`src/rtl/bats_pitch_pkg.sv`:
```
// Shared constants and types for the BATS PITCH transmit packetizer.
// Wire format matches the receive-side parser byte for byte.
package bats_pitch_pkg;

  localparam logic [7:0] MSG_TIME   = 8'h20;
  localparam logic [7:0] MSG_DELETE = 8'h29;
  localparam logic [7:0] MSG_EXEC   = 8'h23;

  localparam logic [7:0] LEN_TIME   = 8'd6;
  localparam logic [7:0] LEN_DELETE = 8'd14;
  localparam logic [7:0] LEN_EXEC   = 8'd26;

  localparam logic [7:0] HDR_LEN    = 8'd8;
  localparam int         BUF_BYTES  = 40;

  typedef enum logic [7:0] {
    CMD_TIME   = 8'd0,
    CMD_DELETE = 8'd1,
    CMD_EXEC   = 8'd2
  } cmd_t;

  typedef enum logic {
    S_IDLE,
    S_SEND
  } state_t;

  typedef logic [0:BUF_BYTES-1][7:0] pkt_t;

endpackage

```
`src/rtl/bats_word_serializer.sv`:
```
// Slices a latched byte buffer into 64-bit MSB-lane-first words.
// Unused lanes and all outputs read 0 while no word is presented.
module bats_word_serializer
  import bats_pitch_pkg::*;
(
  input  logic        clk,
  input  logic        reset,
  input  logic        valid,
  input  logic        ready,
  input  pkt_t        pkt,
  input  logic [5:0]  len,
  output logic [63:0] bytes,
  output logic [7:0]  enables,
  output logic        last,
  output logic        xfer
);

  logic [2:0] k;
  logic [5:0] base;

  assign base = {k, 3'b000};
  assign xfer = valid & ready;

  always_comb begin
    bytes   = '0;
    enables = '0;
    last    = 1'b0;
    if (valid) begin
      last = (base + 6'd8) >= len;
      for (int i = 0; i < 8; i++) begin
        if ((base + 6'(i)) < len) begin
          enables[7-i]         = 1'b1;
          bytes[63-8*i -: 8]   = pkt[base + 6'(i)];
        end
      end
    end
  end

  always_ff @(posedge clk) begin
    if (reset)
      k <= '0;
    else if (xfer)
      k <= last ? 3'd0 : k + 3'd1;
  end

endmodule

```
`src/rtl/bats_pitch_packetizer.sv`:
```
// Frames one order-book command per packet: Sequenced Unit Header
// plus a single Time, Delete Order or Order Executed message.
module bats_pitch_packetizer
  import bats_pitch_pkg::*;
#(
  parameter logic [7:0]  UNIT      = 8'd1,
  parameter logic [31:0] SEQ_START = 32'd1
) (
  input  logic        Clk40,
  input  logic        reset,
  input  logic        in_cmd_valid,
  output logic        out_cmd_ready,
  input  logic [7:0]  in_cmd_type,
  input  logic [31:0] in_seconds_u32,
  input  logic [31:0] in_time_offset_u32,
  input  logic [63:0] in_order_id_u64,
  input  logic [31:0] in_executed_quantity_u32,
  input  logic [63:0] in_execution_id_u64,
  input  logic        in_seq_clear,
  input  logic        in_ready_for_udp_output,
  output logic        out_data_valid,
  output logic [63:0] out_bytes,
  output logic [7:0]  out_byte_enables,
  output logic        out_last,
  output logic        out_bad_cmd
);

  state_t      state, state_nx;
  pkt_t        pkt, asm_pkt;
  logic [5:0]  len;
  logic [31:0] seq_next, seq_use;
  logic [15:0] hdr_len;
  logic [7:0]  msg_len, msg_type;
  logic        supported, accept, xfer, last, bad;

  // A clear coincident with an accept applies to that very packet.
  assign seq_use = in_seq_clear ? SEQ_START : seq_next;
  assign hdr_len = {8'd0, HDR_LEN + msg_len};

  always_comb begin
    supported = 1'b1;
    msg_len   = LEN_TIME;
    msg_type  = MSG_TIME;
    asm_pkt   = '0;
    case (in_cmd_type)
      CMD_TIME: begin
        for (int i = 0; i < 4; i++)
          asm_pkt[10+i] = in_seconds_u32[8*i +: 8];
      end
      CMD_DELETE, CMD_EXEC: begin
        msg_len  = (in_cmd_type == CMD_EXEC) ? LEN_EXEC : LEN_DELETE;
        msg_type = (in_cmd_type == CMD_EXEC) ? MSG_EXEC : MSG_DELETE;
        for (int i = 0; i < 4; i++)
          asm_pkt[10+i] = in_time_offset_u32[8*i +: 8];
        for (int i = 0; i < 8; i++)
          asm_pkt[14+i] = in_order_id_u64[8*i +: 8];
        if (in_cmd_type == CMD_EXEC) begin
          for (int i = 0; i < 4; i++)
            asm_pkt[22+i] = in_executed_quantity_u32[8*i +: 8];
          for (int i = 0; i < 8; i++)
            asm_pkt[26+i] = in_execution_id_u64[8*i +: 8];
        end
      end
      default: supported = 1'b0;
    endcase
    asm_pkt[0] = hdr_len[7:0];
    asm_pkt[1] = hdr_len[15:8];
    asm_pkt[2] = 8'd1;
    asm_pkt[3] = UNIT;
    for (int i = 0; i < 4; i++)
      asm_pkt[4+i] = seq_use[8*i +: 8];
    asm_pkt[8] = msg_len;
    asm_pkt[9] = msg_type;
  end

  always_comb begin
    state_nx      = state;
    out_cmd_ready = (state == S_IDLE) && !reset;
    accept        = in_cmd_valid && out_cmd_ready;
    unique case (state)
      S_IDLE: if (accept && supported) state_nx = S_SEND;
      S_SEND: if (xfer && last)        state_nx = S_IDLE;
    endcase
  end

  always_ff @(posedge Clk40) begin
    if (reset)
      state <= S_IDLE;
    else
      state <= state_nx;
  end

  always_ff @(posedge Clk40) begin
    if (reset) begin
      seq_next <= SEQ_START;
      bad      <= 1'b0;
      len      <= '0;
      pkt      <= '0;
    end else begin
      bad <= accept && !supported;
      if (accept && supported) begin
        pkt      <= asm_pkt;
        len      <= hdr_len[5:0];
        seq_next <= seq_use + 32'd1;
      end else if (in_seq_clear) begin
        seq_next <= SEQ_START;
      end
    end
  end

  assign out_data_valid = (state == S_SEND);
  assign out_last       = last;
  assign out_bad_cmd    = bad;

  bats_word_serializer u_ser (
    .clk     (Clk40),
    .reset   (reset),
    .valid   (out_data_valid),
    .ready   (in_ready_for_udp_output),
    .pkt     (pkt),
    .len     (len),
    .bytes   (out_bytes),
    .enables (out_byte_enables),
    .last    (last),
    .xfer    (xfer)
  );

endmodule

```
`config.mk`:
```
export PLATFORM = sky130hd
export DESIGN_NAME = bats_pitch_packetizer
export DESIGN_NICKNAME = d
export VERILOG_FILES = /design/src/rtl/bats_pitch_pkg.sv /design/src/rtl/bats_word_serializer.sv /design/src/rtl/bats_pitch_packetizer.sv
export SDC_FILE = /design/constraint.sdc
export NUM_CORES = 1
export LEC_CHECK = 0
export CORE_AREA = 2 2 164 166
export CTS_CLUSTER_SIZE = 28
export DETAILED_ROUTE_END_ITERATION = 12
export DIE_AREA = 0 0 166 168
export DONT_BUFFER_PORTS = 1
export HOLD_SLACK_MARGIN = 0.06
export SLEW_MARGIN = 25
export SYNTH_ARGS = -nofsm -noshare
export SYNTH_HDL_FRONTEND = slang
export SYNTH_SLANG_ARGS = --single-unit
export TNS_END_PERCENT = 20
```
`constraint.sdc`:
```
create_clock -name Clk40 -period 3.35 [get_ports Clk40]
set_clock_uncertainty 0.15 [all_clocks]
set_input_delay 0.5025 -clock Clk40 [delete_from_list [all_inputs] [get_ports Clk40]]
set_output_delay 0.5025 -clock Clk40 [all_outputs]
set_load 0.005 [all_outputs]
```
==> results.md, run 1 <==
- Gr ovfl total: 0
- Top cells by area, synth: dfxtp_1, a22o_1, mux4_2, a22oi_1, nor2_1
- Main combinational cell family by area after synthesis: compound AO/OA/AOI/OAI gates
- R2R Path Start: out_data_valid$_SDFF_PP0_
- Share of the synthesized area in the top cell type: between 40% and 50%
- Final hold vios: 0
- Multiplexer area fraction after synthesis: under 10%
- Routed wire length: 38600 um
- Post-route clock period utilization: 93.7%
- Kind of critical path: reg -> out
- Unrepaired setup endpoints after global routing: no
- Vias: 10600
- CP Cell Sequence: inv_1 > ha_1 > a21o_1 > a21oi_2 > o21ai_0 > nand2b_1 > buf_4 > nor2b_1
- Worst hold start: in_cmd_type[1]
- Area leader, netlist: dfxtp_1
- Worst-path clk slew: 0.06 ns
- Total global-route track usage: 26.6%
- # diodes: 0
- Hold Path Sink: pkt[210]$_SDFFE_PP0P_
- Required time of the critical path: 2.70 ns
- Max Cap Viol: 0
- First-pass GRT wire length: 60000 um
- Clk pwr share: 49.3%
- Vias in the first global route: 10600
- Crit-path leading delay family: compound AO/OA/AOI/OAI gates
- Slew margin rel.: 42.2%
- Die height: 168 um
- Post-CTS Setup Bufs: 0
- Mapped Cells: around 1200
- Static leakage: about 5.3 nW
- Slew Limit Fails: 0
- Slew @ Worst Pin: 0.867 ns
- Core area: 26400 um^2
- Initial core utilization: ~44%
- Post-route ant nets: 0
- Port Buffers: 0
- Busiest grt layer: met2
- Post-synth top cells: dfxtp_1, nor2_1, a21oi_1
- Die Area: about 28000 um^2
- F_max: roughly 320 MHz
- Final setup viols: 0
- Sw Ratio: 21.8%
- Syn nets: 1492
- Fraction of layout cells with a size suffix above 1: 9.68%
- Seq/Total Area, Yosys: a little under half
- Worst Reg2Reg Path Length in Cells: 8
- Met2 Track Usage GR: between 40% and 50%
- Syn. warnings: 0
- Clock Latency Late Sink: 0.56 ns
- Initial drt markers: 985
- Predominant post-synthesis flop cell: dfxtp_1
- TritonCTS buffer count: 30
- Hold WC Path Type: in -> reg
- Logic pwr share: under 10%
- Num ports: 313
- Status: completed
- Die width: 166 um
- Row Count: 60
- Post-Syn Area per Cell: between 9 and 10 um^2
- Worst Hold Path Cells: 3
- CTS Root Cell: clkbuf_16
- Post-Syn Area: 11600 um^2
- CP Launch Type: flip-flop
- Post-DP HPWL: between 20000 and 25000 um
- DRC viols: 0
- Nets@finish: 1668
- Crit Path Max Fanout: 16
- Total power: 6.89 mW
- Slowest stage delay, CP: 0.38 ns
- Placer Congestion: roughly 0.80
- Worst setup path startpoint: pkt[316]$_SDFFE_PP0P_
- Worst R2R End: pkt[216]$_SDFFE_PP0P_
- Vias/cell: 5.92
- Synthesized-area fraction occupied by adder cells: less than 1%
- Met3 Use GR: 5.01%
- Initial antenna violation count: 0
- Layout area overhead: 30.9%
- Synth Area in Compound Gates: between 20% and 30%
- M1 GR Usage: 35.0%
- CP Capture Type: primary output
- DR WL/cell: 21.6 um
- CP bufs+invs: 2
- Number of fill cells: 2212
- Reg-to-reg setup timing slack: approximately 0.24 ns
- PD cells: between 400 and 500 nW/um^2
- Net Sw Power: 1.50 mW
- Slowest CP cell: dfxtp_1
- Min cycle time layout: 3.14 ns
- H-tree levels: 1
- Crit path arrival time: 2.49 ns
- Max VDD drop: 0.422 mV
- Reg power frac: 46.2%
- Total clock sinks: 267
- Worst-case clock buffer depth: 3
- Most frequent cell after synthesis: dfxtp_1
- Inst Count DP: 1506
- Design internal power: ~5.4 mW
- Simple logic cell fraction of the synthesized area: 17.3%
- Async S/R FF share, synth: 0%
- Post-route insts no fill: 1787
- XOR/XNOR share of the synthesized area: between 1 and 1.5%
- CTS tree: yes
- Post-synth EDFFs: 0
- Largest net degree at the start of global routing: 151
- First drt pass iteration count: 8
- Netlist cell types: 51
- FF+latch count, synth: ~270
-- worst register-to-register path, delay by kind of cell (launching register included) --
| family | cells | cell delay (ns) |
|---|---|---|
| and+or+nand+nor | 3 | 0.78 |
| DFF | 1 | 0.47 |
| AOI/OAI and AO/OA | 2 | 0.46 |
| buffers and inverters | 3 | 1.16 |
-- what timing repair did --
action | in CTS | in global routing
hold buffers | 225 | 0
endpoints found under the hold margin | 246 | 0
gates resized for setup | 0 | 2
setup endpoints to repair | 0 | 17
-- stage by stage --
stage	hold slack (ns)	util, %	cell area [um^2]	setup TNS, ns	setup slack, ns
floorplan	0.279	-	11600	-1.23	-0.0625
detailed placement	0.288	45.3	11900	0	0.617
finish	0.0952	57.8	15200	0	0.212
CTS	0.0756	57.8	15200	0	0.0791
global route	0.109	57.8	15200	0	0.0110
global placement	0.284	45.3	11900	0	0.657
-- worst max path at each step --
stage,cells past startpoint,slack (ns),to
4_1_cts,4,0.08,out_bytes[21]
6_report,8,0.21,out_bytes[32]
2_1_floorplan,9,-0.06,out_bytes[51]
5_1_grt,8,0.01,out_bytes[32]
3_3_place_gp,5,0.66,seq_next[31]$_SDFF_PP0_
3_5_place_dp,6,0.62,seq_next[31]$_SDFF_PP0_
-- routing by layer --
| layer | share of wire, % | routed length [um] |
|---|---|---|
| met1 | 43 | 16400 |
| met2 | 47 | 18300 |
| met3 | 6.9 | 2670 |
| met4 | 3.1 | 1180 |
| met5 | 0 | 0 |
-- sequential cells by signal (all words and copies together), names as in the netlist --
name and flops:
seq_next 32, u_ser.k 3, out_data_valid 1, pkt 230, out_bad_cmd 1
-- area by class of cell --
class                           instances  area (um^2)  share of cell area, %
Sequential cell                       267         5350                   35.1
Tap cell                              341          427                   2.80
Timing Repair Buffer                  254         2530                   16.6
Clock buffer                           40          858                   5.63
Multi-Input combinational cell        855         5850                   38.4
Clock inverter                         16          170                   1.12
Inverter                               14         52.6                  0.345
-- kinds of logic after synthesis --
group | after synthesis
AOI/OAI and AO/OA | 342
xor gates and xnor gates | 15
adders and majority gates | 9
buffers and inverters | 124
DFF | 267
muxes | 71
and+or+nand+nor | 418
-- layout by cell type, fill, tap and decap left out, types with 25 or more instances in the layout --
cell / instances
dlygate4sd3_1: 224
mux4_2: 35
and3_1: 34
a22oi_1: 93
clkbuf_16: 30
dfxtp_1: 265
a21oi_1: 109
mux2i_1: 33
a22o_1: 96
nor2_1: 182
buf_4: 25
nand2_1: 76
-- power by group through the flow --
stage / Combinational (mW) / Clock (mW) / Sequential [mW]
after global placement: 0.0650 / 0 / 3.25
after CTS: 0.305 / 3.45 / 3.18
after detailed placement: 0.0658 / 0 / 3.25
final: 0.311 / 3.40 / 3.18
after floorplan: 0.0788 / 0 / 3.25
after global routing: 0.326 / 3.58 / 3.18
Note: power is estimated with default switching activity, not from simulation.
==> run 2, diff against run 1 <==
==> constraint.sdc (replaced) <==
create_clock -name Clk40 -period 3.35 [get_ports Clk40]
set_clock_uncertainty 0.15 [all_clocks]
set_input_delay 0.335 -clock Clk40 [delete_from_list [all_inputs] [get_ports Clk40]]
set_output_delay 0.335 -clock Clk40 [all_outputs]
set_load 0.005 [all_outputs]
==> results.md, run 2 (synthesized netlist as in run 1, its figures left out) <==
- Layout area overhead: 31.3%
- Static leakage: 5.31 nW
- Status: completed
- CTS tree: yes
- Max VDD drop: roughly 0.36 mV
- Clock Latency Late Sink: 0.54 ns
- Vias: ~11000
- Min cycle time layout: between 3 and 4 ns
- Worst Hold Path Cells: 2
- Die height: ~170 um
- Row Count: 60
- Worst hold start: reset
- Biggest registers after layout: pkt x230, seq_next x32, u_ser.k x3
- Initial drt markers: 767
- Routed wire length: 38800 um
- Slew Limit Fails: 0
- Die width: 166 um
- Die Area: 27900 um^2
- Setup Total Neg Slack: 0 ns
- F_max: about 320 MHz
- Vias/cell: just under 6
- Gr ovfl total: 0
- Worst Reg2Reg Path Length in Cells: 7
- Port Buffers: 0
- Max FFs per register: 230
- Final hold vios: 0
- Final instance area: ~15000 um^2
- Largest net degree at the start of global routing: 151
- H-tree levels: 1
- Total clock sinks: 267
- Post-route ant nets: 0
- Worst-case clock buffer depth: 3
- Initial core utilization: around 44%
- Core area: about 26000 um^2
- DRC viols: 0
- CP Capture Type: primary output
- Hold Path Sink: pkt[278]$_SDFFE_PP0P_
- Required time of the critical path: ~2.9 ns
- Initial antenna violation count: 0
- PD cells: 447 nW/um^2
- R2R Path Start: out_data_valid$_SDFF_PP0_
- Reg-to-reg setup timing slack: 0.30 ns
- Register with the most flip-flops: pkt
- Nets@finish: 1673
- Crit Path Max Fanout: 17
- Worst-path clk slew: 0.07 ns
- Crit path arrival time: 2.67 ns
- Slew @ Worst Pin: 1.00 ns
- Total power: 6.83 mW
- Final setup viols: 0
- DR WL/cell: roughly 22 um
- Max Cap Viol: 0
- Dpl cell area: 11900 um^2
- CTS Root Cell: clkbuf_16
- Unrepaired setup endpoints after global routing: no
- First drt pass iteration count: 6
- Worst R2R End: pkt[214]$_SDFFE_PP0P_
- Placer Congestion: 0.802
- Num ports: ~310
- Fraction of layout cells with a size suffix above 1: 9.52%
- Total global-route track usage: 26.7%
- Slew margin rel.: 33.3%
- TritonCTS buffer count: 29
- Commonest non-fill, non-tap cell in the layout: dfxtp_1
- Hold WC Path Type: in -> reg
- Post-route clock period utilization: a little over nine tenths
- Vias in the first global route: 10600
- First-pass GRT wire length: between 60000 and 70000 um
- Post-CTS Setup Bufs: 0
- Number of fill cells: 2182
- CP Launch Type: flip-flop
- Post-DP HPWL: 23000 um
- Most frequent cells in the layout: dfxtp_1, dlygate4sd3_1, nor2_1
- Kind of critical path: reg -> out
==> run 2: cell count changes in the layout (fill, tap and decap cells not counted), sizes merged <==
cell,delta
dlygate4sd3,+6
clkbuf,-2
inv,+1
clkinv,-4
diode,+3
clkinvlp,+2
==> run 2: where the power goes <==
group | leakage, nW | internal (mW) | switching (mW) | total, mW
clock network | 0.490 | 1.98 | 1.36 | 3.34
registers | 2.15 | 3.18 | 0.00245 | 3.18
logic | 2.66 | 0.180 | 0.135 | 0.316
total | 5.31 | 5.34 | 1.50 | 6.83
==> run 2: cell type report <==
class                           instances  area (um^2)  area share [%]
Tap cell                              341          427            2.79
Timing Repair Buffer                  260         2600            17.0
Clock buffer                           38          830            5.43
Antenna cell                            3         7.51          0.0491
Sequential cell                       267         5350            35.0
Clock inverter                         15          173            1.13
Inverter                               14         52.6           0.344
Multi-Input combinational cell        855         5850            38.2
==> run 2: worst max path at each step <==
stage                                 start                 endpoint  slack, ns  cells past startpoint
global placement    u_ser.k[1]$_SDFFE_PP0P_            out_bytes[59]       0.57                      7
detailed placement  u_ser.k[1]$_SDFFE_PP0P_            out_bytes[59]       0.56                      7
finish                pkt[316]$_SDFFE_PP0P_            out_bytes[61]       0.19                      8
floorplan           u_ser.k[0]$_SDFFE_PP0P_            out_bytes[51]       0.10                      9
global route          pkt[316]$_SDFFE_PP0P_            out_bytes[61]       0.03                      8
CTS                            in_seq_clear  seq_next[28]$_SDFF_PP0_       0.08                      7
==> run 2: timing repair <==
item | 4_1_cts | 5_1_grt
hold endpoints to repair | 251 | 0
hold buffers | 232 | 0
setup endpoints to repair | 1 | 15
resized for setup | 1 | 1
==> run 2: metrics by stage <==
stage	util, %	hold WS (ns)	std cells	worst slack (ns)
detailed placement	45.3	0.274	1505	0.555
finish	58.0	0.0359	1793	0.192
floorplan	-	0.279	1246	0.105
global route	58.0	0.121	1790	0.0275
global placement	45.3	0.271	1505	0.567
CTS	58.0	0.0662	1790	0.0767
==> run 2: layer usage <==
| metal | vias up | track usage, % | wire length, um |
|---|---|---|---|
| met1 | 5188 | 35.2 | 16500 |
| met4 | 0 | 7.37 | 870 |
| met2 | 467 | 45.6 | 18900 |
| met3 | 56 | 4.44 | 2530 |
| li1 | 4915 | - | - |
| met5 | - | 0 | 0 |
==> run 2: critical path, cell delays in order (launching register included) <==
cell and delay (ns):
dfxtp_1 0.38, inv_1 0.08, ha_1 0.33, a21o_1 0.18, a21oi_1 0.17, buf_4 0.26, o31ai_1 0.15, a2111oi_0 0.39
buf_4 0.19
==> run 3, diff against run 2 <==
--- a/config.mk
+++ b/config.mk
@@ -5,11 +5,13 @@
 export SDC_FILE = /design/constraint.sdc
 export NUM_CORES = 1
 export LEC_CHECK = 0
-export CORE_AREA = 2 2 164 166
+export ABC_AREA = 1
+export CORE_AREA = 2 2 173 175
 export CTS_CLUSTER_SIZE = 28
 export DETAILED_ROUTE_END_ITERATION = 12
-export DIE_AREA = 0 0 166 168
+export DIE_AREA = 0 0 175 177
 export DONT_BUFFER_PORTS = 1
+export GPL_ROUTABILITY_DRIVEN = 0
 export HOLD_SLACK_MARGIN = 0.06
 export SLEW_MARGIN = 25
 export SYNTH_ARGS = -nofsm -noshare
==> results.md, run 3 <==
- Status: completed
- Largest net degree at the start of global routing: 163
- Die height: 177 um
- Reg-to-reg setup timing slack: 0.29 ns
- Most frequent cells in the layout: nand2_1, dfxtp_1, a21oi_1
- CTS tree: yes
- Final setup viols: 0
- Required time of the critical path: 2.86 ns
- Gr ovfl total: 0
- Num ports: 313
- PD cells: 421 nW/um^2
- Core area: 29200 um^2
- Row Count: 63
- Crit path arrival time: 2.66 ns
- H-tree levels: 1
- Worst-case clock buffer depth: 3
- Register with the most flip-flops: pkt
- DR WL/cell: roughly 18 um
- Max FFs per register: 230
- Max Cap Viol: 0
- First-pass GRT wire length: 69400 um
- Slowest CP cell: dfxtp_1
- Routed wire length: 44300 um
- Hold WC Path Type: in -> reg
- Area leader, netlist: dfxtp_1
- Most frequent cell after synthesis: nand2_1
- Layout area overhead: 27.6%
- Worst Slack Setup Final: 0.207 ns
- Post-synth EDFFs: 0
- Kind of critical path: reg -> out
- Netlist cell types: 41
- Syn. warnings: 0
- Vias/cell: roughly 5.5
- Post-synth top cells: nand2_1, dfxtp_1, a21oi_1
- Syn nets: 2095
- CP bufs+invs: 2
- Vias in the first global route: 13100
- Total power: 6.92 mW
- Total global-route track usage: 27.7%
- Fraction of layout cells with a size suffix above 1: 8.12%
- CP Cell Sequence: ha_1 > a21o_1 > a21oi_1 > inv_1 > a211oi_2 > nand2_2 > buf_4 > nor2_1
- Seq/Total Area, Yosys: around 42%
- TritonCTS buffer count: 30
- DRC viols: 0
- Vias: 13400
- Hold Slack: approximately 0.094 ns
- Worst-path clk slew: 0.06 ns
- Initial core utilization: between 40% and 50%
- Number of fill cells: 2776
- Biggest registers after layout: pkt x230, seq_next x32, u_ser.k x3
- Total clock sinks: about 270
- Post-Syn Area per Cell: approximately 7 um^2
- CP Launch Type: flip-flop
- FF+latch count, synth: approximately 270
- Max VDD drop: 0.313 mV
- Commonest non-fill, non-tap cell in the layout: nand2_1
- CP Capture Type: primary output
- Mapped Cells: 1849
- Final hold vios: 0
- Die width: approximately 180 um
- Post-route ant nets: 0
- Nets@finish: 2255
- Predominant post-synthesis flop cell: dfxtp_1
- Min cycle time layout: 3.14 ns
- Post-Syn Area: 12900 um^2
- Initial drt markers: 1085
- Slew margin rel.: 34.2%
- Setup Total Neg Slack: 0 ns
- Post-DP HPWL: 27200 um
- Initial antenna violation count: 0
- Unrepaired setup endpoints after global routing: no
- Crit-path leading delay family: compound AO/OA/AOI/OAI gates
- Slew Limit Fails: 0
- Post-route clock period utilization: 93.8%
- Slowest stage delay, CP: between 0.4 and 0.5 ns
- First drt pass iteration count: 5
- Port Buffers: 0
- Die Area: around 31000 um^2
- F_max: around 320 MHz
- Clock Latency Late Sink: 0.56 ns
- CTS Root Cell: clkbuf_16
- Async S/R FF share, synth: 0%
- Pre-CTS WS: between 0.6 and 0.7 ns
- Static leakage: 5.66 nW
- Crit Path Max Fanout: 9
- Slew @ Worst Pin: 0.984 ns
- Share of the synthesized area in the top cell type: 41.5%
- Top cells by area, synth: dfxtp_1, nand2_1, a21oi_1, nand3_1, nor2_1
## run 3: cell types whose count changed after synthesis, moves of 30 or more
cell,delta
a21oi_1,+139
a221oi_1,+31
a22o_1,-95
a22oi_1,-91
a31oi_1,+30
and3_1,-34
buf_2,+61
clkbuf_1,-32
inv_1,+73
mux2i_1,-33
mux4_2,-35
nand2_1,+413
nand3_1,+152
o21ai_0,+60
## run 3: area by class of cell
type	instances	area, um^2	share of cell area, %
Antenna cell	1	2.50	0.0152
Clock buffer	42	856	5.21
Clock inverter	14	190	1.16
Inverter	92	347	2.11
Multi-Input combinational cell	1345	6470	39.4
Sequential cell	267	5350	32.6
Tap cell	390	488	2.97
Timing Repair Buffer	273	2720	16.6
## run 3: worst min-delay path, stage by stage
cell and delay, ns:
nor2_4 0.06, o211ai_4 0.13, nor2_4 0.09, a21oi_1 0.12
## run 3: kinds of logic after synthesis
kind of cell             share of synthesized area, %
adder cells (fa/ha/maj)                         0.875
buffers and inverters                            8.41
flip-flops                                       41.5
AND/OR/NAND/NOR                                  29.1
AO/OA/AOI/OAI                                    19.6
XOR/XNOR                                        0.408
## run 3: timing repair
action,in CTS,in global routing
resized for setup,0,4
buffers inserted,0,0
hold buffers,234,0
endpoints found under the hold margin,250,0
endpoints found under the setup margin,0,36
## run 3: worst paths after layout
| check | start | end | cells past startpoint |
|---|---|---|---|
| setup / recovery | u_ser.k[2]$_SDFFE_PP0P_ | out_bytes[27] | 8 |
| hold / removal | in_cmd_type[3] | pkt[258]$_SDFFE_PP0P_ | 4 |
| setup reg to reg | out_data_valid$_SDFF_PP0_ | pkt[234]$_SDFFE_PP0P_ | 8 |
| hold reg to reg | pkt[168]$_SDFFE_PP0P_ | pkt[168]$_SDFFE_PP0P_ | 2 |
## run 3: through the flow
step / instance area (um^2) / util (%) / std cells
global route: 16400 / 56.2 / 2423
global placement: 13000 / 44.5 / 2133
finish: 16400 / 56.2 / 2424
CTS: 16400 / 56.1 / 2423
detailed placement: 13000 / 44.5 / 2133
floorplan: 12900 / - / 1849
## run 3: power breakdown
group / leakage (nW) / switching [mW] / internal (mW)
Clock: 0.512 / 1.37 / 2.09
Sequential: 2.15 / 0.00256 / 3.18
Combinational: 2.99 / 0.137 / 0.138
Total: 5.66 / 1.51 / 5.41
## run 3: routing by layer
metal | track usage [%] | wire (um)
met1 | 35.6 | 18800
met2 | 46.5 | 21000
met3 | 5.05 | 2990
met4 | 9.86 | 1510
met5 | 0 | 0
